### src/rtl/flow_sum_arbiter.sv
// Purpose: round-robin share of one zero-terminated stream accumulator between N requesters.
// Latency: grant 1 cycle after req, response 1 cycle after the accumulator's done (zero-first: 2 cycles after req).
// Backpressure: non-granted requesters hold req and their first word until granted; one stream in flight at a time.
//
// Ports:
//   clk, rstN            clock, asynchronous active-low reset
//   req, reqData         per-requester request and word (slice i = reqData[i*W +: W])
//   gnt                  one-hot grant; reqData[i] consumed on each edge where gnt[i]=1
//   rspValid/Sum/Error/Abort  one-cycle response strobe per requester plus captured result
//   accGo, accIn         drive the shared accumulator
//   accDone, accError, accSum  accumulator result, valid combinationally in the done cycle
module flow_sum_arbiter #(
    parameter int N      = 4,
    parameter int W      = 16,
    parameter int MAXLEN = 255
) (
    input  logic           clk,
    input  logic           rstN,
    input  logic [N-1:0]   req,
    input  logic [N*W-1:0] reqData,
    output logic [N-1:0]   gnt,
    output logic [N-1:0]   rspValid,
    output logic [W-1:0]   rspSum,
    output logic           rspError,
    output logic           rspAbort,
    output logic           accGo,
    output logic [W-1:0]   accIn,
    input  logic           accDone,
    input  logic           accError,
    input  logic [W-1:0]   accSum
);

    localparam int SW = (N > 1) ? $clog2(N) : 1;
    localparam int CW = $clog2(MAXLEN + 1);

    typedef enum logic [1:0] {IDLE, START, RUN, RESP} state_t;

    state_t        state;
    logic [SW-1:0] ptr;
    logic [SW-1:0] sel;
    logic [SW-1:0] pick;
    logic          pick_vld;
    logic [CW-1:0] cnt;
    logic [W-1:0]  sel_dat;
    logic          force_end;

    // First requester at or after the pointer, wrapping. The loop walks
    // backwards so the lowest offset from the pointer is the last writer.
    always_comb begin
        pick_vld = 1'b0;
        pick     = '0;
        for (int i = N - 1; i >= 0; i--) begin
            if (req[(int'(ptr) + i) % N]) begin
                pick_vld = 1'b1;
                pick     = SW'((int'(ptr) + i) % N);
            end
        end
    end

    assign sel_dat = reqData[int'(sel) * W +: W];

    // cnt holds the number of words already consumed, so reaching MAXLEN
    // means the word on the bus now would exceed the limit.
    assign force_end = (state == RUN) && (!req[sel] || (cnt >= CW'(MAXLEN)));

    assign accGo = (state == START);

    always_comb begin
        accIn = '0;
        if (state == START || (state == RUN && !force_end)) begin
            accIn = sel_dat;
        end
    end

    always_ff @(posedge clk or negedge rstN) begin
        if (!rstN) begin
            state    <= IDLE;
            ptr      <= '0;
            sel      <= '0;
            cnt      <= '0;
            gnt      <= '0;
            rspValid <= '0;
            rspSum   <= '0;
            rspError <= 1'b0;
            rspAbort <= 1'b0;
        end else begin
            rspValid <= '0;
            case (state)
                IDLE: begin
                    if (pick_vld) begin
                        sel   <= pick;
                        gnt   <= N'(1) << pick;
                        cnt   <= '0;
                        state <= START;
                    end
                end
                START: begin
                    cnt <= CW'(1);
                    if (sel_dat == '0) begin
                        // Empty stream: the accumulator is not consulted.
                        gnt      <= '0;
                        rspValid <= N'(1) << sel;
                        rspSum   <= '0;
                        rspError <= 1'b0;
                        rspAbort <= 1'b0;
                        state    <= RESP;
                    end else begin
                        state <= RUN;
                    end
                end
                RUN: begin
                    if (cnt != CW'(MAXLEN)) begin
                        cnt <= cnt + CW'(1);
                    end
                    if (accDone) begin
                        gnt      <= '0;
                        rspValid <= N'(1) << sel;
                        rspSum   <= accSum;
                        rspError <= accError;
                        rspAbort <= force_end;
                        state    <= RESP;
                    end
                end
                RESP: begin
                    ptr   <= (int'(sel) == N - 1) ? '0 : sel + 1'b1;
                    state <= IDLE;
                end
                default: state <= IDLE;
            endcase
        end
    end

endmodule

### config.mk
export PLATFORM = sky130hd
export DESIGN_NAME = flow_sum_arbiter
export DESIGN_NICKNAME = d
export VERILOG_FILES = /design/src/rtl/flow_sum_arbiter.sv
export SDC_FILE = /design/constraint.sdc
export NUM_CORES = 1
export LEC_CHECK = 0
export BUFFER_PORTS_ARGS = -buffer_cell sky130_fd_sc_hd__buf_2
export CAP_MARGIN = 20
export CORE_UTILIZATION = 44
export CTS_CLUSTER_DIAMETER = 60
export DETAILED_ROUTE_END_ITERATION = 7
export PLACE_DENSITY = 0.86
export REMOVE_ABC_BUFFERS = 1
export SYNTH_ARGS = -nofsm -noshare
export SYNTH_HDL_FRONTEND = slang
export SYNTH_SLANG_ARGS = --single-unit
### constraint.sdc
create_clock -name clk -period 3.1 [get_ports clk]
set_input_delay 0.155 -clock clk [delete_from_list [all_inputs] [get_ports clk]]
set_output_delay 0.155 -clock clk [all_outputs]
set_load 0.1 [all_outputs]
# --- Word level (Yosys, flattened, before mapping) ---
# Cells that the tools add are included.
classes:
  magnitude_cmp: 6
  shifts: 3
  add_sub_neg: 5
  bitwise_logic: 3
  muxes: 45
  eq_ne: 9
  reduce_logical: 18
ops:
  columns: ["op", "n"]
  rows:
  - ["64-bit by 7-bit variable part select with 16-bit output", 1]
  - ["16-bit 2-to-1 mux", 3]
  - ["16-bit one-hot mux with 2 select lines", 1]
  - ["8-bit one-hot mux with 3 select lines", 1]
  - ["4-bit 2-to-1 mux", 5]
  - ["16-bit logical NOT", 1]
  - ["1-bit 2-to-1 mux", 16]
  - ["8-bit 2-to-1 mux", 2]
  - ["2-bit 2-to-1 mux", 7]
  - ["3-bit by 4-bit < comparator with 1-bit output (second input constant)", 3]
  - ["4-bit one-hot mux with 3 select lines", 1]
  - ["1-bit binary-select mux with 2-bit select", 5]
  - ["8-bit by 1-bit adder with 8-bit output (second input constant)", 1]
  - ["8-bit greater-or-equal comparator (second input constant)", 1]
  - ["8-bit != test (second input constant)", 1]
  - ["2-bit one-hot mux with 4 select lines", 1]
  - ["4-bit one-hot mux with 2 select lines", 1]
  - ["1-bit by 2-bit left shift with 4-bit output (first input constant)", 2]
  - ["2-bit by 3-bit < comparator with 1-bit output (second input constant)", 2]
  - ["3-bit AND reduction", 2]
  - ["2-bit OR reduction", 3]
  - ["2-bit by 1-bit adder with 2-bit output (second input constant)", 2]
  - ["2-bit adder (second input constant)", 2]
  - ["2-bit by 1-bit == test with 1-bit output (second input constant)", 2]
  - ["other kinds (13)", 23]
word_totals:
  inputBits: 88
  ff_bits: 40

# --- Longest topological paths before layout ---
# Gate-level depths: netlist of the first run.
depth:
  word_depth: 13
  mapped_depth: 9

# --- Worst setup path before layout of the first run ---
# No wires, ideal clock.
synth_timing:
  path_type: "register to output"
  startpoint: "reg state[1]"
  endpoint: "out accIn[10]"
  path_buffers: 1
  path_slack_ps: -280
  path_stages_with_launch: 6
  t_arrival_ps: 3225
  path_cell_list: "dfrtp_1 > inv_1 > ha_1 > a21oi_1 > clkbuf_1 > nor2b_1"
synth_lines:
  columns: ["item", "line_no", "text"]
  rows:
  - ["from (decl)", "38", "state_t state;"]
  - ["from (signal assigned)", "77", "state <= IDLE;"]
  - ["from (signal assigned)", "94", "state <= START;"]
  - ["from (signal assigned)", "106", "state <= RESP;"]
  - ["2-bit by 1-bit == test with 1-bit output", null, null]
  - ["via accGo", "26", "output logic accGo,"]
  - ["1-bit logical OR", "70", "if (state == START || (state == RUN && !force_end)) begin"]
  - ["16-bit 2-to-1 mux", "70", null]
  - ["to (decl)", "27", "output logic [W-1:0] accIn,"]
# The timed path passes the listed nets, and every way through them passes these cells.

# --- Worst setup path after layout of the first run ---
layout_timing:
  startpoint: "reg sel[0]"
  endpoint: "reg rspSum[0]"
layout_between:
  elab_chain_cells: 4
layout_lines:
  columns: ["item", "line_no", "text"]
  rows:
  - ["from (decl)", "40", "logic [SW-1:0] sel;"]
  - ["from (signal assigned)", "91", "sel <= pick;"]
  - ["64-bit by 7-bit variable part select with 16-bit output", "60", "assign sel_dat = reqData[int'(sel) * W +: W];"]
  - ["16-bit logical NOT", "99", "if (sel_dat == '0) begin"]
  - ["2-bit by 1-bit != test with 1-bit output (no source line)", null, null]
  - ["3-bit AND reduction (no source line)", null, null]
  - ["to (signal assigned)", "118", "rspSum <= accSum;"]
  - ["to (decl)", "23", "output logic [W-1:0] rspSum,"]
# Every way passes these cells.
# A chain may end at the register's enable or synchronous reset.

==> results of run 1 <==
[stage by stage]
step / hold slack, ns / TNS, ns / setup slack [ns]
2_1_floorplan: -0.141 / -4.54 / -0.260
3_3_place_gp: 0.328 / 0 / 0.392
3_5_place_dp: 0.320 / 0 / 0.296
4_1_cts: 0.00466 / 0 / 0.278
5_1_grt: 0.0422 / 0 / 0.0857
6_report: -0.0314 / 0 / 0.263
[cell families (layout without fill, tap and decap cells)]
| group | after synthesis | in the layout | share of synthesized area, % |
|---|---|---|---|
| muxes | 21 | 21 | 15.6 |
| adders and majority gates | 11 | 11 | 5.07 |
| DFF | 40 | 40 | 36.8 |
| and+or+nand+nor | 79 | 79 | 16.3 |
| buffers and inverters | 46 | 172 | 7.32 |
| AOI/OAI and AO/OA | 73 | 73 | 18.8 |
[area by class of cell]
class	count	area, um2
Inverter	28	105
Tap cell	75	93.8
Multi-Input combinational cell	184	1520
Timing Repair Buffer	137	703
Sequential cell	40	1000
Clock inverter	2	12.5
Clock buffer	5	68.8
Fill cell	500	2420
[state kept, by name (all words and copies together), names as in the netlist]
name / count
gnt: 4
rspAbort: 1
rspError: 1
state: 2
cnt: 8
sel: 2
rspSum: 16
rspValid: 4
ptr: 2
[cells in the final DEF (no fill, tap or decap), types with 2 or more instances in the layout]
cell | Yosys | layout
a21oi_1 | 5 | 5
nand2_1 | 15 | 15
a31oi_1 | 19 | 19
and3_1 | 5 | 5
or3_1 | 3 | 3
nor4_1 | 9 | 9
a41o_1 | 2 | 2
nand2b_1 | 5 | 5
mux2i_1 | 3 | 3
nor3_1 | 2 | 2
o21a_1 | 2 | 2
a31o_1 | 18 | 18
mux4_2 | 17 | 17
clkbuf_8 | 0 | 5
nand3_1 | 3 | 3
buf_2 | 3 | 130
o22a_1 | 2 | 2
nor2_1 | 13 | 13
nor4_2 | 4 | 4
dfrtp_1 | 40 | 40
buf_4 | 4 | 7
a211o_1 | 4 | 4
ha_1 | 11 | 11
inv_1 | 28 | 28
o21ai_0 | 15 | 15
nor2b_1 | 18 | 18
[metal layers]
layer	up-vias	GRT usage, %
li1	1251	-
met1	1258	29.6
met2	110	33.8
met3	21	4.20
met4	0	9.29
met5	-	0
[critical path: stages (launching register included)]
cell and delay, ns:
dfrtp_1 0.35, buf_4 0.28, mux4_2 0.57, nor4_2 0.41, a41o_1 0.29, and3_1 0.61, a31o_1 0.25
[final timing paths]
| kind | endpoint | cells after the start | slack (ns) |
|---|---|---|---|
| setup / recovery | rspSum[0] | 6 | 0.26 |
| hold / removal | rspSum[9] | 1 | -0.03 |
| setup reg to reg | rspSum[0] | 6 | 0.26 |
| hold reg to reg | gnt[1] | 1 | 0.50 |
| max in group asynchronous | cnt[1] | 1 | 2.59 |
| min in group clk | rspSum[10] | 2 | 0.09 |
==> impl_metrics.py, run 1 <==
metrics = {
    "synthesis": {
        "synthMostInstantiatedCell": "dfrtp_1",
        "postSynthCellCount": 270,
        "synthTopCellsByArea": "dfrtp_1 37%, mux4_2 14%, a31o_1 5.8%",
        "synth_top_flop_cell": "dfrtp_1",
        "mappedNetlistArea_um2": 2720,
        "seq_area_frac_synth_pct": 36.8,
        "synth.distinct_cells": 36,
        "yosysTopAreaCellShare_pct": 36.8,
        "syn_avg_cell_area_um2": 10.1,
        "ys_ff_latch": 40,
        "synth_edf_count": 0,
        "yosysWarnings": 0,
        "async_flop_share_pct": 100,
        "yosys-top-cells-count": "40 x dfrtp_1, 28 x inv_1, 19 x a31oi_1, 18 x a31o_1, 18 x nor2b_1",
        "synth_top_area_cell": "dfrtp_1",
    },
    "clocking": {
        "path_clk_slew_ns": 0.08,
        "ctsHoldBuffers": 0,
        "cts_made_buffers": 5,
        "ctsHtreeMaxLevel": 2,
        "cts_sinks": 40,
        "cts.repair.resized": 0,
        "clockRootBuffer": "clkbuf_8",
        "post_cts.repair.setup_buffers": 0,
        "cts_max_path_buffers": 2,
        "clock_latency_ns": 0.29,
        "cts_tree": "built",
    },
    "final_layout": {
        "finish.instance_area_um2": 3500,
        "drive_above_1_share_pct": 41.9,
        "finalNetCount": 495,
        "instances_no_fill": 471,
        "diodes": 0,
        "fin_util_pct": 59.1,
        "flow.area_growth_from_synthesis_pct": 28.9,
    },
    "sta": {
        "hold_viol_final": 40,
        "min_period_over_period_pct": 91.5,
        "period_minus_slack_ns": 2.84,
        "finClkSkew_ns": 0.00802,
        "rsz0062_at_grt": "no",
        "slew_headroom_pct": 42.9,
        "worstMarginPinSlew_ns": 0.857,
        "setup-violations-final": 0,
        "timing.fmax_mhz": 352,
        "drv_slew": 0,
        "holdWs_ns": -0.0314,
    },
    "routing": {
        "vias": 2640,
        "drc": 0,
        "wl_met3_um": 399,
        "initialDrtViolationCount": 109,
        "highest_layer": "met4",
        "m1WireLength_um": 3060,
        "vias_per_cell": 5.61,
        "finalWirelength_um": 7150,
        "wl_per_cell_um": 15.2,
        "firstDrtPassIters": 4,
        "route.met2.wl_um": 3490,
        "ant_nets": 0,
    },
    "critical_path": {
        "path_max_fanout": 18,
        "worstSetupStartpoint": "sel[0]",
        "end_kind": "flop",
        "crit_required_ns": 3.33,
        "worst_ep_arrival_time_ns": 3.06,
        "worstSetupPathType": "reg -> reg",
        "timing.rr.start": "sel[0]",
        "cp-start-kind": "flop",
    },
    "die": {
        "die_w_um": 80.6,
        "initial_utilization_pct": 45.9,
        "die-area_um2": 6490,
        "ioPinCount": 131,
        "rows": 28,
        "die_h_um": 80.6,
        "core_um2": 5920,
    },
    "grt": {
        "antenna_found_initial": 0,
        "grt_max_degree": 41,
        "track_usage_pct": 21.8,
        "first_global_vias": 2381,
        "grt_pass1_wl_um": 10800,
        "overflow": 0,
    },
    "placement": {
        "dp.cells": 464,
        "port_buffers": 130,
        "dpl_cell_area_um2": 3420,
        "dp_hpwl_um": 5480,
        "gp_congestion": 0.852,
    },
    "status": {
        "outcome": "complete, but fails checks",
        "violations": "negative hold slack",
    },
    "worst_hold_path": {
        "hold_path_class": "in -> async",
    },
    "run": {
        "drv_cap": 0,
    },
}
Power of run 1 is not shown: default switching activity piles up to over one toggle a cycle in this logic, so the estimate is an artifact.
==> run 2, diff against run 1 <==
Settings changed: CORE_MARGIN set to 4.
==> impl_metrics.py, run 2 (synthesis results as in run 1) <==
metrics = {
    "sta": {
        "setup_slack_ns": 0.295,
        "tns_ns": 0,
        "setup-violations-final": 0,
        "period_minus_slack_ns": 2.80,
        "worstMarginPinSlew_ns": 0.904,
        "finClkSkew_ns": 0.00927,
        "rsz0062_at_grt": "no",
        "holdWs_ns": -0.0215,
        "hold_viol_final": 23,
        "timing.fmax_mhz": 357,
        "drv_slew": 0,
        "min_period_over_period_pct": 90.5,
        "slew_headroom_pct": 39.7,
    },
    "clocking": {
        "clock_latency_ns": 0.30,
        "ctsHoldBuffers": 0,
        "cts_made_buffers": 5,
        "path_clk_slew_ns": 0.08,
        "cts_max_path_buffers": 2,
        "cts_sinks": 40,
        "clockRootBuffer": "clkbuf_8",
        "cts.repair.resized": 0,
        "cts_tree": "built",
        "ctsHtreeMaxLevel": 2,
        "post_cts.repair.setup_buffers": 0,
    },
    "final_layout": {
        "diodes": 0,
        "multiInputGateArea_um2": 1520,
        "n_fill_cell": 516,
        "top_regs": "rspSum (16), cnt (8)",
        "drive_above_1_share_pct": 42.4,
        "mostFrequentLayoutCells": "130 x buf_2, 40 x dfrtp_1, 28 x inv_1",
        "top_register": "rspSum",
        "largest_reg_flops": 16,
        "ff_latch_area_um2": 1000,
        "fin_util_pct": 59.5,
        "layout_commonest_cell": "buf_2",
        "flow.area_growth_from_synthesis_pct": 30.5,
        "finalNetCount": 497,
    },
    "die": {
        "ioPinCount": 131,
        "die_w_um": 86.6,
        "core_um2": 5960,
        "die_h_um": 86.6,
        "initial_utilization_pct": 45.6,
        "die-area_um2": 7490,
        "rows": 28,
    },
    "critical_path": {
        "worstSetupPathType": "reg -> out",
        "slowest_delay_ns": 0.45,
        "path_max_fanout": 9,
        "critPathTopFamily": "buffers and inverters",
        "path_common_cell": "and3_1",
        "cp-start-kind": "flop",
        "crit_required_ns": 2.94,
        "worst_ep_arrival_time_ns": 2.65,
        "cp_slowest_cell": "buf_2",
        "crit_chain": "ha_1 > and3_1 > and3_1 > a31oi_1 > a21oi_1 > buf_4 > nor2b_1 > buf_2",
        "path_buf_inv": 2,
        "end_kind": "output pin",
    },
    "routing": {
        "vias": 2650,
        "initialDrtViolationCount": 151,
        "drc": 0,
        "wl_per_cell_um": 16.8,
        "ant_nets": 0,
        "finalWirelength_um": 7970,
        "firstDrtPassIters": 4,
        "vias_per_cell": 5.59,
    },
    "grt": {
        "track_usage_pct": 20.3,
        "antenna_found_initial": 0,
        "overflow": 0,
        "grt_pass1_wl_um": 12200,
        "first_global_vias": 2625,
        "grt_max_degree": 41,
    },
    "placement": {
        "dp_hpwl_um": 6220,
        "gp_congestion": 0.846,
        "port_buffers": 130,
        "dp_slack_ns": 0.421,
    },
    "status": {
        "outcome": "complete, but fails checks",
        "violations": "negative hold slack",
    },
    "run": {
        "drv_cap": 0,
    },
    "worst_hold_path": {
        "hold_path_class": "in -> async",
    },
}
[run 2: cell count changes in the layout (fill, tap and decap cells not counted), sizes merged]
| cell | previous run | this run |
|---|---|---|
| buf | 137 | 139 |
| bufinv | 0 | 1 |
[run 2: stage by stage]
step                cell area (um2)  cells
floorplan                      2620    252
global placement               3430    465
detailed placement             3430    466
CTS                            3550    474
global route                   3550    474
finish                         3550    474
[run 2: final timing paths]
| kind | startpoint | endpoint | slack (ns) | cells after the start |
|---|---|---|---|---|
| worst max-delay path | cnt[0] | accIn[10] | 0.30 | 8 |
| worst min-delay path | rstN | rspSum[13] | -0.02 | 1 |
| worst max register to register | sel[0] | rspSum[2] | 0.40 | 7 |
| worst min register to register | gnt[0] | gnt[0] | 0.51 | 1 |
| max in group asynchronous | rstN | ptr[0] | 2.55 | 1 |
| min in group clk | accSum[9] | rspSum[9] | 0.08 | 2 |
[run 2: final cells by class]
type                            instances  share of cell area [%]
Clock buffer                            5                    1.94
Sequential cell                        40                    28.2
Inverter                               28                    2.96
Clock inverter                          3                    1.20
Timing Repair Buffer                  139                    20.3
Tap cell                               75                    2.65
Multi-Input combinational cell        184                    42.8
[run 2: worst reg2reg max path: cells and delay by family, from the launching register on]
kind	cells	cell delay [ns]
buffers and inverters	2	0.52
muxes	1	0.57
AOI/OAI and AO/OA	2	0.42
DFF	1	0.35
and+or+nand+nor	2	0.78
[run 2: per-layer routing]
layer / GRT usage (%) / part of all wire [%]
met2: 34.1 / 52
met5: 0 / 0
met1: 26.2 / 40
met4: 5.52 / 1.4
met3: 4.85 / 6.8
Power of run 2 is left out for the same reason.
